File: config.mk
export PLATFORM = sky130hd
export DESIGN_NAME = rx_frame_ctrl
export DESIGN_NICKNAME = d
export VERILOG_FILES = /design/src/rtl/rx_pkg.sv /design/src/rtl/rx_sync2.sv /design/src/rtl/rx_frame_ctrl.sv
export SDC_FILE = /design/constraint.sdc
export NUM_CORES = 1
export LEC_CHECK = 0
export BUFFER_PORTS_ARGS = -buffer_cell sky130_fd_sc_hd__buf_2
export CELL_PAD_IN_SITES_DETAIL_PLACEMENT = 1
export CELL_PAD_IN_SITES_GLOBAL_PLACEMENT = 1
export CORE_MARGIN = 4
export CORE_UTILIZATION = 37
export CTS_BUF_LIST = sky130_fd_sc_hd__clkbuf_2 sky130_fd_sc_hd__clkbuf_4 sky130_fd_sc_hd__clkbuf_8
export DETAILED_ROUTE_END_ITERATION = 8
export PLACE_DENSITY = 0.71
export SLEW_MARGIN = 30
export SYNTH_ARGS = -nofsm -noshare
export SYNTH_HDL_FRONTEND = slang
export SYNTH_HIERARCHICAL = 1
export SYNTH_SLANG_ARGS = --single-unit
File: constraint.sdc
create_clock -name i_baudclk -period 2.2 [get_ports i_baudclk]
set_input_delay 0.44 -clock i_baudclk [delete_from_list [all_inputs] [get_ports i_baudclk]]
set_output_delay 0.44 -clock i_baudclk [all_outputs]
set_load 0.1 [all_outputs]
File: src/rtl/rx_pkg.sv
// Shared definitions for the UART receive sequencer: state encoding,
// default geometry and the small bit-level helpers used by the FSM.
package rx_pkg;

   localparam int OVERSAMPLE_DEF = 16;
   localparam int DATA_BITS_DEF  = 8;

   localparam logic [2:0] ST_IDLE      = 3'd0;
   localparam logic [2:0] ST_START     = 3'd1;
   localparam logic [2:0] ST_DATA      = 3'd2;
   localparam logic [2:0] ST_PARITY    = 3'd3;
   localparam logic [2:0] ST_STOP      = 3'd4;
   localparam logic [2:0] ST_WAIT_IDLE = 3'd5;

   function automatic logic majority3(input logic a, input logic b, input logic c);
      return (a & b) | (a & c) | (b & c);
   endfunction

   // Parity bit the transmitter should have sent, given the XOR of the data bits.
   function automatic logic parity_expect(input logic acc, input logic odd);
      return acc ^ odd;
   endfunction

endpackage

File: src/rtl/rx_sync2.sv
// Two-flop synchroniser for the raw serial line; presets to the idle level
// so a reset never looks like a start bit.
module rx_sync2 (
   input  logic clk,
   input  logic rst_n,
   input  logic d,
   output logic q
);

   logic meta_r;
   logic sync_r;

   // Metastability filter chain, preset high.
   always_ff @(posedge clk or negedge rst_n) begin
      if (!rst_n) begin
         meta_r <= 1'b1;
         sync_r <= 1'b1;
      end else begin
         meta_r <= d;
         sync_r <= meta_r;
      end
   end

   assign q = sync_r;

endmodule

File: src/rtl/rx_frame_ctrl.sv
// Receive-side frame sequencer: start qualification, mid-bit majority vote,
// SIPO strobes, optional parity and stop-bit checking.
module rx_frame_ctrl
   import rx_pkg::*;
#(
   parameter int OVERSAMPLE = OVERSAMPLE_DEF,
   parameter int DATA_BITS  = DATA_BITS_DEF,
   parameter int PARITY_EN  = 0,
   parameter int PARITY_ODD = 0
) (
   input  logic i_baudclk,
   input  logic i_rst_n,
   input  logic i_sample_tick,
   input  logic i_rx,
   output logic o_shift,
   output logic o_onedetected,
   output logic o_zerodetected,
   output logic o_data_valid,
   output logic o_parity_err,
   output logic o_framing_err,
   output logic o_busy
);

   localparam int SW = $clog2(OVERSAMPLE);
   localparam logic [SW-1:0] S_ZERO  = {SW{1'b0}};
   localparam logic [SW-1:0] S_ONE   = SW'(1);
   localparam logic [SW-1:0] S_EARLY = SW'(OVERSAMPLE / 2 - 1);
   localparam logic [SW-1:0] S_MID   = SW'(OVERSAMPLE / 2);
   localparam logic [SW-1:0] S_DEC   = SW'(OVERSAMPLE / 2 + 1);
   localparam logic [SW-1:0] S_LAST  = SW'(OVERSAMPLE - 1);
   localparam logic [2:0]    B_LAST  = 3'(DATA_BITS - 1);
   localparam logic          PAR_EN  = (PARITY_EN != 0) ? 1'b1 : 1'b0;
   localparam logic          PAR_ODD = (PARITY_ODD != 0) ? 1'b1 : 1'b0;

   logic          rx_s;
   logic [2:0]    state_r, next_state_s;
   logic [SW-1:0] scnt_r, scnt_nx_s, scnt_adv_s;
   logic [2:0]    bcnt_r, bcnt_nx_s;
   logic [1:0]    samp_r, samp_nx_s;
   logic          par_r, par_nx_s;
   logic          mism_r, mism_nx_s;
   logic          wrap_s, dec_s, vote_s;
   logic          shift_r, one_r, zero_r, dv_r, perr_r, ferr_r, busy_r;
   logic          shift_nx_s, one_nx_s, zero_nx_s, dv_nx_s, perr_nx_s, ferr_nx_s, busy_nx_s;

   rx_sync2 u_sync (
      .clk   (i_baudclk),
      .rst_n (i_rst_n),
      .d     (i_rx),
      .q     (rx_s)
   );

   assign wrap_s     = i_sample_tick && (scnt_r == S_LAST);
   assign dec_s      = i_sample_tick && (scnt_r == S_DEC);
   assign vote_s     = majority3(samp_r[0], samp_r[1], rx_s);
   assign scnt_adv_s = !i_sample_tick ? scnt_r : ((scnt_r == S_LAST) ? S_ZERO : scnt_r + S_ONE);

   // State register.
   always_ff @(posedge i_baudclk or negedge i_rst_n) begin
      if (!i_rst_n) begin
         state_r <= ST_IDLE;
      end else begin
         state_r <= next_state_s;
      end
   end

   // Next-state decode; every transition is qualified by a sample tick.
   always_comb begin
      next_state_s = state_r;
      case (state_r)
         ST_IDLE: begin
            if (i_sample_tick && !rx_s) next_state_s = ST_START;
            else                        next_state_s = ST_IDLE;
         end
         ST_START: begin
            if (dec_s && vote_s) next_state_s = ST_IDLE;
            else if (wrap_s)     next_state_s = ST_DATA;
            else                 next_state_s = ST_START;
         end
         ST_DATA: begin
            if (wrap_s && (bcnt_r == B_LAST)) next_state_s = PAR_EN ? ST_PARITY : ST_STOP;
            else                              next_state_s = ST_DATA;
         end
         ST_PARITY: begin
            if (wrap_s) next_state_s = ST_STOP;
            else        next_state_s = ST_PARITY;
         end
         ST_STOP: begin
            if (dec_s) next_state_s = vote_s ? ST_IDLE : ST_WAIT_IDLE;
            else       next_state_s = ST_STOP;
         end
         ST_WAIT_IDLE: begin
            if (i_sample_tick && rx_s) next_state_s = ST_IDLE;
            else                       next_state_s = ST_WAIT_IDLE;
         end
         default: next_state_s = ST_IDLE;
      endcase
   end

   // Counters, vote samples, parity and the next values of the registered outputs.
   always_comb begin
      scnt_nx_s  = scnt_r;
      bcnt_nx_s  = bcnt_r;
      par_nx_s   = par_r;
      mism_nx_s  = mism_r;
      busy_nx_s  = busy_r;
      shift_nx_s = 1'b0;
      one_nx_s   = 1'b0;
      zero_nx_s  = 1'b0;
      dv_nx_s    = 1'b0;
      perr_nx_s  = 1'b0;
      ferr_nx_s  = 1'b0;
      samp_nx_s  = samp_r;
      if (i_sample_tick && (scnt_r == S_EARLY))    samp_nx_s[0] = rx_s;
      else if (i_sample_tick && (scnt_r == S_MID)) samp_nx_s[1] = rx_s;
      else                                         samp_nx_s    = samp_r;

      case (state_r)
         ST_IDLE: begin
            bcnt_nx_s = 3'd0;
            par_nx_s  = 1'b0;
            mism_nx_s = 1'b0;
            if (i_sample_tick && !rx_s) begin
               scnt_nx_s = S_ONE;
               busy_nx_s = 1'b1;
            end else begin
               scnt_nx_s = S_ZERO;
               busy_nx_s = 1'b0;
            end
         end
         ST_START: begin
            bcnt_nx_s = 3'd0;
            if (dec_s && vote_s) begin
               scnt_nx_s = S_ZERO;
               busy_nx_s = 1'b0;
            end else begin
               scnt_nx_s = scnt_adv_s;
               busy_nx_s = 1'b1;
            end
         end
         ST_DATA: begin
            scnt_nx_s = scnt_adv_s;
            if (dec_s) begin
               shift_nx_s = 1'b1;
               one_nx_s   = vote_s;
               zero_nx_s  = !vote_s;
               par_nx_s   = par_r ^ vote_s;
            end else begin
               par_nx_s   = par_r;
            end
            if (wrap_s) bcnt_nx_s = bcnt_r + 3'd1;
            else        bcnt_nx_s = bcnt_r;
         end
         ST_PARITY: begin
            scnt_nx_s = scnt_adv_s;
            if (dec_s) mism_nx_s = (vote_s != parity_expect(par_r, PAR_ODD));
            else       mism_nx_s = mism_r;
         end
         ST_STOP: begin
            // Leaving at mid-stop-bit leaves half a bit to catch a back-to-back start.
            if (dec_s) begin
               scnt_nx_s = S_ZERO;
               if (vote_s) begin
                  dv_nx_s   = 1'b1;
                  perr_nx_s = mism_r;
                  busy_nx_s = 1'b0;
               end else begin
                  ferr_nx_s = 1'b1;
                  busy_nx_s = 1'b1;
               end
            end else begin
               scnt_nx_s = scnt_adv_s;
            end
         end
         ST_WAIT_IDLE: begin
            scnt_nx_s = S_ZERO;
            if (i_sample_tick && rx_s) busy_nx_s = 1'b0;
            else                       busy_nx_s = 1'b1;
         end
         default: begin
            scnt_nx_s = S_ZERO;
            busy_nx_s = 1'b0;
         end
      endcase
   end

   // Datapath and output registers.
   always_ff @(posedge i_baudclk or negedge i_rst_n) begin
      if (!i_rst_n) begin
         scnt_r  <= S_ZERO;
         bcnt_r  <= 3'd0;
         samp_r  <= 2'b00;
         par_r   <= 1'b0;
         mism_r  <= 1'b0;
         shift_r <= 1'b0;
         one_r   <= 1'b0;
         zero_r  <= 1'b0;
         dv_r    <= 1'b0;
         perr_r  <= 1'b0;
         ferr_r  <= 1'b0;
         busy_r  <= 1'b0;
      end else begin
         scnt_r  <= scnt_nx_s;
         bcnt_r  <= bcnt_nx_s;
         samp_r  <= samp_nx_s;
         par_r   <= par_nx_s;
         mism_r  <= mism_nx_s;
         shift_r <= shift_nx_s;
         one_r   <= one_nx_s;
         zero_r  <= zero_nx_s;
         dv_r    <= dv_nx_s;
         perr_r  <= perr_nx_s;
         ferr_r  <= ferr_nx_s;
         busy_r  <= busy_nx_s;
      end
   end

   assign o_shift        = shift_r;
   assign o_onedetected  = one_r;
   assign o_zerodetected = zero_r;
   assign o_data_valid   = dv_r;
   assign o_parity_err   = perr_r;
   assign o_framing_err  = ferr_r;
   assign o_busy         = busy_r;

endmodule

==> metrics <==
crit-path leading delay family=simple AND/OR/NAND/NOR gates; crit path to=state_r[0]$_DFF_PN0_; Post-Syn Instances=114; flop and latch count out of synthesis=23; library cells used by synthesis=41; Mapped Nets=123; CP endpoint kind=flip-flop; ant diodes=0; Rel. slew slack=66.6%; Syn Area/Cell=10.3 sq um; worst-margin pin slew=0.502 ns; DRT Pass-1 Iters=4; starting density of the core=38.6%; number of enable flip-flop cells after synthesis=0; post-CTS setup buffers=0; layout cell share with drive strength beyond 1=17.2%; root buf cell=clkbuf_4; Final setup viols=0; P&R area growth vs syn=8.78%; setup_tns=0 ns; Slowest-stage cell, CP=dfrtp_1; largest net degree at the start of global routing=24; wire length per cell=15.0 microns; MaxCap Viol Count=0; Tcrit/Tclk final=79.4%; worst reg2reg endpoint=state_r[0]$_DFF_PN0_; Total Die Area=4120 sq um; Fmax=572 MHz; Final min period=1.75 ns; skew final=0.00163 ns; cts hold-fix bufs=0; main flop type after synthesis=dfrtp_1; worst-path fanout max=6; DR iter-0 viols=32; CP arrival=1.95 ns; critical path depth=6; PD cells=876 nW/um^2; HP Class=primary input to async pin; htree depth=1; Async S/R FF share, synth=100%; synthesized area=1170 sq um; post-synth top area share=45.0%; most instantiated cells after synthesis=dfrtp_1, nand2_1, nor2_1; Num CTS Buffers=3; Post-Route WL=2490 microns; initial antenna violation count=0; Max VDD drop=0.280 mV; CTS max path bufs=2; Via Count=881; Synth area leaders=dfrtp_1, ha_1, dfstp_2, nand2_1, nor2_1; Finished Core Util=42.0%; nets@finish=132; Reg2Reg Depth=6; RSZ-0062 raised after global routing=no; Max stage delay on crit path=0.43 ns; GP Congestion=0.757; Leak Pwr=0.611 nW; most frequent cell after synthesis=dfrtp_1; crit path kind=flip-flop to flip-flop; Critical path origin=scnt_r[1]$_DFF_PN0_; core area=3030 sq um; PortBufs=10; io pins=11; first-pass GRT wire length=4340 microns; Die H=64.2 microns; post-CTS sizing=0; vias in the first global route=886; Setup WS pre-CTS=0.480 ns; total global routing overflow=0; Fin. Hold Viols=0; crit path cell chain=inv_1, ha_1, and4b_2, nand2_4, o211a_1, or3_1; Area after DPL=1240 sq um; worst flop-to-flop path startpoint=scnt_r[1]$_DFF_PN0_; register area share after synthesis=49.5%; Setup WS post-layout=0.453 ns; latest clock arrival within the worst-skew pair=0.32 ns; Core Rows=20; GRT Resource Usage Total=13.6%; yosys synthesis warning count=6; clock-pin slew on the worst setup and hold paths=0.12 ns; run status=finished, final reports clean; # clock sinks=23; CTS tree=yes; average via count per standard cell=5.31; post-route design area=1270 sq um; placed wire-length estimate=1820 microns; Bufs and invs on worst path=1; Die W=64.2 microns; CP required=2.41 ns; Worst R2R Setup Slack=0.45 ns; DRT antenna net count=0; cell taking the most area after synthesis=dfrtp_1; Max Slew Vio Count=0; CP Launch Type=flip-flop; Remaining DRCs=0
## worst min path at each step
stage                             from                       to  slack (ns)  cells past startpoint
6_report                       i_rst_n      scnt_r[2]$_DFF_PN0_        0.07                      1
5_1_grt                        i_rst_n      scnt_r[3]$_DFF_PN0_        0.09                      1
4_1_cts                        i_rst_n  o_onedetected$_DFF_PN0_        0.07                      1
3_5_place_dp   u_sync/meta_r$_DFF_PN1_       u_sync/q$_DFF_PN1_        0.35                      0
3_3_place_gp   u_sync/meta_r$_DFF_PN1_       u_sync/q$_DFF_PN1_        0.35                      0
2_1_floorplan                  i_rst_n    bcnt_r[0]$_DFFE_PN0P_        0.14                      0
## layer usage
metal	global-route usage, %	wire length, microns	vias to the layer above
met2	20.8	1190	14
met1	18.3	1180	443
li1	-	-	419
met5	0	0	-
met4	7.12	57	0
met3	2.28	73	5
## kinds of logic (layout without fill, tap and decap cells)
family	after synthesis	count (layout)	synth area share, %
compound gates	23	23	13.9
xor+xnor	2	2	1.50
fa+ha+maj	6	6	6.21
buf+inv	11	19	4.39
flops	23	23	49.5
mux	5	5	4.60
simple gates	44	44	19.9
## flip-flops by register name, summed over array words and instances, names as in the netlist
register / cells
o_data_valid: 1
scnt_r: 4
samp_r: 2
u_sync/q: 1
o_framing_err: 1
o_onedetected: 1
o_parity_err: 1
u_sync/meta_r: 1
o_zerodetected: 1
bcnt_r: 3
mism_r: 1
state_r: 3
par_r: 1
o_busy: 1
o_shift: 1
## report_power, final
group	switching, mW	internal (mW)	leakage [nW]
registers	0.0852	0.485	0.301
logic	0.213	0.119	0.292
clock network	0.128	0.0833	0.0184
total	0.426	0.687	0.611
## metrics by stage
| stage | power, mW | instances | hold WS [ns] |
|---|---|---|---|
| global placement | 0.888 | 162 | 0.346 |
| CTS | 1.13 | 166 | 0.0749 |
| floorplan | 0.831 | 114 | 0.144 |
| finish | 1.11 | 166 | 0.0693 |
| global route | 1.20 | 166 | 0.0867 |
| detailed placement | 0.908 | 162 | 0.349 |
## cell usage in the layout, fill, tap and decap left out, types with 2 or more instances in the layout
master / Yosys / routed
a21oi_1: 4 / 4
and2_1: 3 / 3
buf_2: 2 / 10
clkbuf_4: 0 / 4
dfrtp_1: 21 / 21
dfstp_2: 2 / 2
ha_1: 5 / 5
inv_1: 5 / 5
mux2_2: 3 / 3
mux2i_1: 2 / 2
nand2_1: 14 / 14
nand2b_1: 2 / 2
nand4b_1: 3 / 3
nor2_1: 10 / 10
nor3_1: 2 / 2
o21ai_0: 3 / 3
o221ai_1: 2 / 2
o31ai_1: 2 / 2
or3_1: 3 / 3
xor2_1: 2 / 2
## final cells by class
class                      count  area [sq um]
timing repair buffer          10          50.0
fill                         347          1760
clock buffer                   4          30.0
multi-input combinational     80           539
inverter                       5          18.8
sequential                    23           578
tap                           44          55.1
(Power assumes the default switching activity.)
